**src/rtl/cdc_hs_src_if.sv**
```systemverilog
// Source-side signal bundle of the 4-phase req/ack CDC handshake.
// The master modport is the view of the cdc_hs_src controller; the slave
// modport is the view of the surrounding logic (local producer plus the
// destination domain).
`timescale 1ns/1ps

interface cdc_hs_src_if #(
    parameter int DATA_W = 8
);
    logic              src_valid_i;
    logic              src_ready_o;
    logic [DATA_W-1:0] src_data_i;
    logic              req_o;
    logic [DATA_W-1:0] data_o;
    logic              ack_i;
    logic              done_o;
    logic              timeout_o;

    modport master (
        input  src_valid_i,
        input  src_data_i,
        input  ack_i,
        output src_ready_o,
        output req_o,
        output data_o,
        output done_o,
        output timeout_o
    );

    modport slave (
        output src_valid_i,
        output src_data_i,
        output ack_i,
        input  src_ready_o,
        input  req_o,
        input  data_o,
        input  done_o,
        input  timeout_o
    );
endinterface

```
**src/rtl/cdc_hs_src.sv**
```systemverilog
// Source-domain controller of a 4-phase req/ack handshake carrying one
// DATA_W-bit word across a clock-domain crossing.
//  - Accepts a word with valid/ready while IDLE and holds it on data_o.
//  - Raises req_o (a flop output, so glitch-free for the destination's
//    synchronizer), waits for the synchronized ack, drops req_o, waits for
//    the synchronized ack to fall, then pulses done_o.
//  - Only the last stage of the DEPTH-flop ack synchronizer feeds the FSM.
// Optional build macro CDC_HS_TIMEOUT_EN adds a per-phase watchdog that sets
// a sticky timeout_o after TIMEOUT_CYCLES cycles in REQ or RELEASE. Without
// it, timeout_o is constant 0.
`timescale 1ns/1ps

module cdc_hs_src #(
    parameter int DATA_W         = 8,
    parameter int DEPTH          = 2,
    parameter int TIMEOUT_CYCLES = 1024
) (
    input  logic               clk,
    input  logic               rstn,
    cdc_hs_src_if.master       bus
);

    typedef enum logic [1:0] {
        IDLE    = 2'd0,
        REQ     = 2'd1,
        RELEASE = 2'd2
    } state_e;

    state_e            state_q;
    state_e            state_d;
    logic              req_q;
    logic              req_d;
    logic              done_q;
    logic              done_d;
    logic              load;
    logic [DATA_W-1:0] data_q;
    logic [DEPTH-1:0]  ack_sync;
    logic              ack_s;

    // Elaboration-time guard on the legal parameter ranges.
    if (DEPTH < 2) begin : g_depth_chk
        $error("cdc_hs_src: DEPTH must be >= 2");
    end
    if (TIMEOUT_CYCLES < 1) begin : g_timeout_chk
        $error("cdc_hs_src: TIMEOUT_CYCLES must be >= 1");
    end

    // Ack synchronizer: shift the raw asynchronous ack through DEPTH flops.
    // NOTE: sequential state is always written with non-blocking (<=) so every
    // flop samples the pre-edge value of its neighbour; blocking here would
    // collapse the chain into a single stage.
    always_ff @(posedge clk or negedge rstn) begin
        if (!rstn) begin
            ack_sync <= '0;
        end else begin
            ack_sync <= {ack_sync[DEPTH-2:0], bus.ack_i};
        end
    end

    assign ack_s = ack_sync[DEPTH-1];

    // State, request, done and data registers.
    // NOTE: the held word is a plain register (not a memory), so it is reset
    // to a defined value; the destination never samples it while req_o is 0.
    always_ff @(posedge clk or negedge rstn) begin
        if (!rstn) begin
            state_q <= IDLE;
            req_q   <= 1'b0;
            done_q  <= 1'b0;
            data_q  <= '0;
        end else begin
            state_q <= state_d;
            req_q   <= req_d;
            done_q  <= done_d;
            if (load) begin
                data_q <= bus.src_data_i;
            end
        end
    end

    // Next-state and next-output decode of the 4-phase handshake.
    // NOTE: every signal written here gets a default first, so no path leaves
    // a variable unassigned and no latch is inferred.
    always_comb begin
        state_d = state_q;
        req_d   = req_q;
        done_d  = 1'b0;
        load    = 1'b0;
        unique case (state_q)
            IDLE: begin
                // A stale or spurious ack seen here is deliberately ignored.
                if (bus.src_valid_i) begin
                    load    = 1'b1;
                    req_d   = 1'b1;
                    state_d = REQ;
                end
            end
            REQ: begin
                if (ack_s) begin
                    req_d   = 1'b0;
                    state_d = RELEASE;
                end
            end
            RELEASE: begin
                if (!ack_s) begin
                    done_d  = 1'b1;
                    state_d = IDLE;
                end
            end
            default: begin
                req_d   = 1'b0;
                state_d = IDLE;
            end
        endcase
    end

    assign bus.src_ready_o = (state_q == IDLE);
    assign bus.req_o       = req_q;
    assign bus.data_o      = data_q;
    assign bus.done_o      = done_q;

`ifdef CDC_HS_TIMEOUT_EN
    localparam int               CNT_W    = $clog2(TIMEOUT_CYCLES + 1);
    localparam logic [CNT_W-1:0] CNT_MAX  = CNT_W'(TIMEOUT_CYCLES);
    localparam logic [CNT_W-1:0] CNT_LAST = CNT_W'(TIMEOUT_CYCLES - 1);

    logic [CNT_W-1:0] phase_cnt;
    logic             timeout_q;
    logic             phase_hold;

    // A phase continues when the FSM is waiting and stays in the same state.
    assign phase_hold = (state_q != IDLE) && (state_d == state_q);

    // Phase watchdog: clear on every state change, count while waiting,
    // saturate at TIMEOUT_CYCLES, and latch a sticky flag on reaching it.
    always_ff @(posedge clk or negedge rstn) begin
        if (!rstn) begin
            phase_cnt <= '0;
            timeout_q <= 1'b0;
        end else begin
            if (state_d != state_q) begin
                phase_cnt <= '0;
            end else if (phase_hold && (phase_cnt != CNT_MAX)) begin
                phase_cnt <= phase_cnt + 1'b1;
            end
            if (phase_hold && (phase_cnt == CNT_LAST)) begin
                timeout_q <= 1'b1;
            end
        end
    end

    assign bus.timeout_o = timeout_q;
`else
    assign bus.timeout_o = 1'b0;
`endif

endmodule

```
**src/flat_wrapper.sv**
```systemverilog
// flat-port wrapper written by rule: the top's interface ports become plain ports
module cdc_hs_src_flat 
#(
    parameter int DATA_W         = 8,
    parameter int DEPTH          = 2,
    parameter int TIMEOUT_CYCLES = 1024
)
  (clk, rstn, bus_src_valid_i, bus_src_data_i, bus_ack_i, bus_src_ready_o, bus_req_o, bus_data_o, bus_done_o, bus_timeout_o);
  cdc_hs_src_if #(.DATA_W(DATA_W)) bus_i ();
  input  logic clk;
  input  logic rstn;
  input wire logic [$bits(bus_i.src_valid_i)-1:0] bus_src_valid_i;
  input wire logic [$bits(bus_i.src_data_i)-1:0] bus_src_data_i;
  input wire logic [$bits(bus_i.ack_i)-1:0] bus_ack_i;
  output wire logic [$bits(bus_i.src_ready_o)-1:0] bus_src_ready_o;
  output wire logic [$bits(bus_i.req_o)-1:0] bus_req_o;
  output wire logic [$bits(bus_i.data_o)-1:0] bus_data_o;
  output wire logic [$bits(bus_i.done_o)-1:0] bus_done_o;
  output wire logic [$bits(bus_i.timeout_o)-1:0] bus_timeout_o;
  assign bus_i.src_valid_i = bus_src_valid_i;
  assign bus_i.src_data_i = bus_src_data_i;
  assign bus_i.ack_i = bus_ack_i;
  assign bus_src_ready_o = bus_i.src_ready_o;
  assign bus_req_o = bus_i.req_o;
  assign bus_data_o = bus_i.data_o;
  assign bus_done_o = bus_i.done_o;
  assign bus_timeout_o = bus_i.timeout_o;
  cdc_hs_src #(.DATA_W(DATA_W), .DEPTH(DEPTH), .TIMEOUT_CYCLES(TIMEOUT_CYCLES)) u_core (.clk(clk), .rstn(rstn), .bus(bus_i));
endmodule
```
**config.mk**
```make
export PLATFORM = sky130hd
export DESIGN_NAME = cdc_hs_src_flat
export DESIGN_NICKNAME = d
export VERILOG_FILES = /design/src/rtl/cdc_hs_src_if.sv /design/src/rtl/cdc_hs_src.sv /design/src/flat_wrapper.sv
export SDC_FILE = /design/constraint.sdc
export NUM_CORES = 1
export LEC_CHECK = 0
export CORE_MARGIN = 4
export CORE_UTILIZATION = 42
export CTS_BUF_LIST = sky130_fd_sc_hd__clkbuf_8
export CTS_CLUSTER_DIAMETER = 150
export CTS_CLUSTER_SIZE = 14
export DETAILED_ROUTE_END_ITERATION = 6
export GPL_ROUTABILITY_DRIVEN = 0
export PLACE_DENSITY = 0.79
export RECOVER_POWER = 25
export SETUP_SLACK_MARGIN = 0.02
export SLEW_MARGIN = 20
export SYNTH_ARGS = -nofsm -noshare
export SYNTH_HDL_FRONTEND = slang
export SYNTH_SLANG_ARGS = --single-unit
```
**constraint.sdc**
```tcl
create_clock -name clk -period 1.5 [get_ports clk]
set_clock_uncertainty 0.15 [all_clocks]
set_input_delay 0.15 -clock clk [delete_from_list [all_inputs] [get_ports clk]]
set_output_delay 0.15 -clock clk [all_outputs]
set_load 0.02 [all_outputs]
```
==> flow_summary.yaml <==
sta:
  slew_viol_final: 0
  finalSetupTns_ns: 0
  worst_pin_slew_ns: 0.7366
  finalHoldViolCount: 0
  max_freq_ghz: 0.7251
  slew_headroom_pct: 50.89
  fin_crit_sh_pct: 91.94
  period_minus_slack_ns: 1.379
  setup_viol: 0
  rsz0062_at_grt: "false"
global_routing:
  antenna_found_initial: 0
  grt_use_met3_pct: 4.065
  gr-total-overflow: 0
  grt_use_total_pct: 10.92
  grt_pass1_wl_um: 1573
  grt_pass1_vias: 373
  use_met1_pct: 15.19
  grt_busiest_layer: "met2"
  grt_use_met2_pct: 15.47
  grt_max_degree: 15
clocking:
  root_buffer: "clkbuf_8"
  path_clk_slew_ns: 0.05
  insertion_delay_ns: 0.23
  cts_tree: "done"
  ctsHoldBuffers: 0
  cts_inserted_buffers: 3
  htree_levels: 1
  clk_path_buf_depth: 2
  cts_sinks: 14
critical_path:
  cp-start-kind: "flop"
  worstRegToRegCells: 3
  critPathKind: "flop to output port"
  crit_required_ns: 1.20
  cp-startpoint: "u_core.state_q[1]"
  crit_arrival_ns: 1.08
  endpoint: "bus_src_ready_o"
  regToRegSetupSlack_ns: 0.16
  cp-end-kind: "output port"
  reg2reg_to: "u_core.bus.data_o[1]"
  r2r_start: "u_core.state_q[1]"
  worst-path-max-fanout: 2
floorplan:
  initial_utilization_pct: 47.57
  die_y_um: 44.66
  ios: 24
  die_w_um: 44.66
  row_count: 12
  core_area_um2: 1186
  dieArea_um2: 1994
yosys:
  syn_area_per_cell_um2: 15.25
  syn_inst: 37
  ys_ff_latch: 14
  ys_top_cells_by_count: "dfrtp_1 (14), mux2_4 (8), a21oi_1 (2), inv_1 (2), nor2_1 (2)"
  synth_edf_count: 0
  yosys-top-cells-area: "dfrtp_1 (62%), mux2_4 (21%), buf_6 (2.0%), a21oi_1 (1.8%), and2_4 (1.6%)"
  yosysMostFrequentCell: "dfrtp_1"
  yosysWarnings: 0
  netlist_area_um2: 564.3
  syn-num-nets: 49
  synth_top_flop_cell: "dfrtp_1"
  seq_area_frac_synth_pct: 62.08
  synth_top_area_cell: "dfrtp_1"
  synth.top_cell.area_share_pct: 62.08
  async_flop_share_pct: 100.0
  synth_cell_types: 14
detailed_routing:
  ant_nets: 0
  drc_errors: 0
  drt_first_pass_iters: 2
  drt-wirelength-per-cell_um: 12.51
  drt_wl_total_um: 963
  drt-vias-per-instance: 4.519
  vias: 348
  initialDrtViolationCount: 2
min_path:
  hold_class: "flop to flop"
cells_and_area:
  final_nets: 77
  diodes: 0
  drive_above_1_share_pct: 25.40
  area_delta_synth_final_pct: 48.56
outcome:
  status: "completed"
power_and_ir_drop:
  ir_worst_vdd_v: 0.001112
  power_density_nw_per_um2: 2122
  p_total_uw: 1779
  leakage_uw: 0.0004155
placed_design:
  hpwl_um: 726.2
  numPortBuffers: 22
run:
  cap_violations: 0
## metal layers
layer	share of wire, %	routed length [µm]
met1	46	440
met2	44	427
met3	9.9	95
met4	0	0
met5	0	0
## worst min path at each step
stage                             startpoint                   end  slack (ns)  depth (start not counted)
after floorplan                         rstn    u_core.ack_sync[0]       -0.30                          0
after global routing      u_core.ack_sync[0]    u_core.ack_sync[1]        0.21                          0
final                     u_core.ack_sync[0]    u_core.ack_sync[1]        0.19                          0
after CTS                               rstn  u_core.bus.data_o[0]        0.07                          2
after global placement    u_core.ack_sync[0]    u_core.ack_sync[1]        0.18                          0
after detailed placement  u_core.ack_sync[0]    u_core.ack_sync[1]        0.19                          0
## cell type report
| type | instances | area, µm² |
|---|---|---|
| clock buffers | 3 | 41.29 |
| fillers | 90 | 347.8 |
| inverters | 2 | 7.507 |
| multi-input cells | 19 | 192.7 |
| flip-flops and latches | 14 | 350.3 |
| well taps | 14 | 17.52 |
| repair buffers | 25 | 229.0 |
## power breakdown
| part | leakage (µW) | internal, µW | total, µW | switching [µW] |
|---|---|---|---|---|
| logic | 0.000227 | 458 | 856 | 398 |
| registers | 0.000167 | 538 | 630 | 92.2 |
| clock network | 0.0000216 | 177 | 292 | 116 |
## critical path, stage by stage, from the launching register on
cell and delay, ns:
dfrtp_1 0.40, nor2_4 0.11, dlygate4sd2_1 0.33
## per-stage QoR
step	hold slack [ns]	cell area, µm²	util, %	worst slack, ns	cells
5_1_grt	0.2066	838.3	70.68	0.07400	77
3_3_place_gp	0.1833	810.8	68.35	0.05284	74
3_5_place_dp	0.1858	810.8	68.35	0.04893	74
4_1_cts	0.06852	839.6	70.78	0.03333	77
2_1_floorplan	-0.2956	569.3	-	0.02345	37
6_report	0.1946	838.3	70.68	0.1209	77
## layout by cell type (no fill, tap or decap)
cell             netlist  final
dlygate4sd2_1          0     10
nor2_1                 2      2
clkbuf_1               0      1
clkbuf_8               0      3
conb_1                 1      1
and2_4                 1      1
a21oi_1                2      2
nor3b_1                1      1
clkdlybuf4s50_1        0      9
o22ai_1                1      1
mux2_4                 8      8
dlygate4sd3_1          0      2
xnor2_1                1      1
dfrtp_1               14     14
and2b_2                1      1
nor2_4                 0      1
inv_1                  2      2
dlymetal6s2s_1         0      1
buf_4                  1      2
## repair_timing
item                                    CTS  global route
gates resized for setup                  10             1
endpoints found under the setup margin   10             1
setup buffers                             0             0
## sequential cells by signal, summed over array words and instances (netlist names)
name,cells
u_core.ack_sync,2
u_core.bus.data_o,8
u_core.bus.done_o,1
u_core.bus.req_o,1
u_core.state_q,2
## logic make-up after synthesis
logic type             share of synthesized area [%]
flip-flops                                     62.08
multiplexers                                   21.29
AND/OR/NAND/NOR                                6.876
buffers and inverters                          4.657
AO/OA/AOI/OAI                                  2.883
XOR/XNOR                                       1.552
other                                         0.6646
No activity file was read; power rests on OpenSTA's default activity.
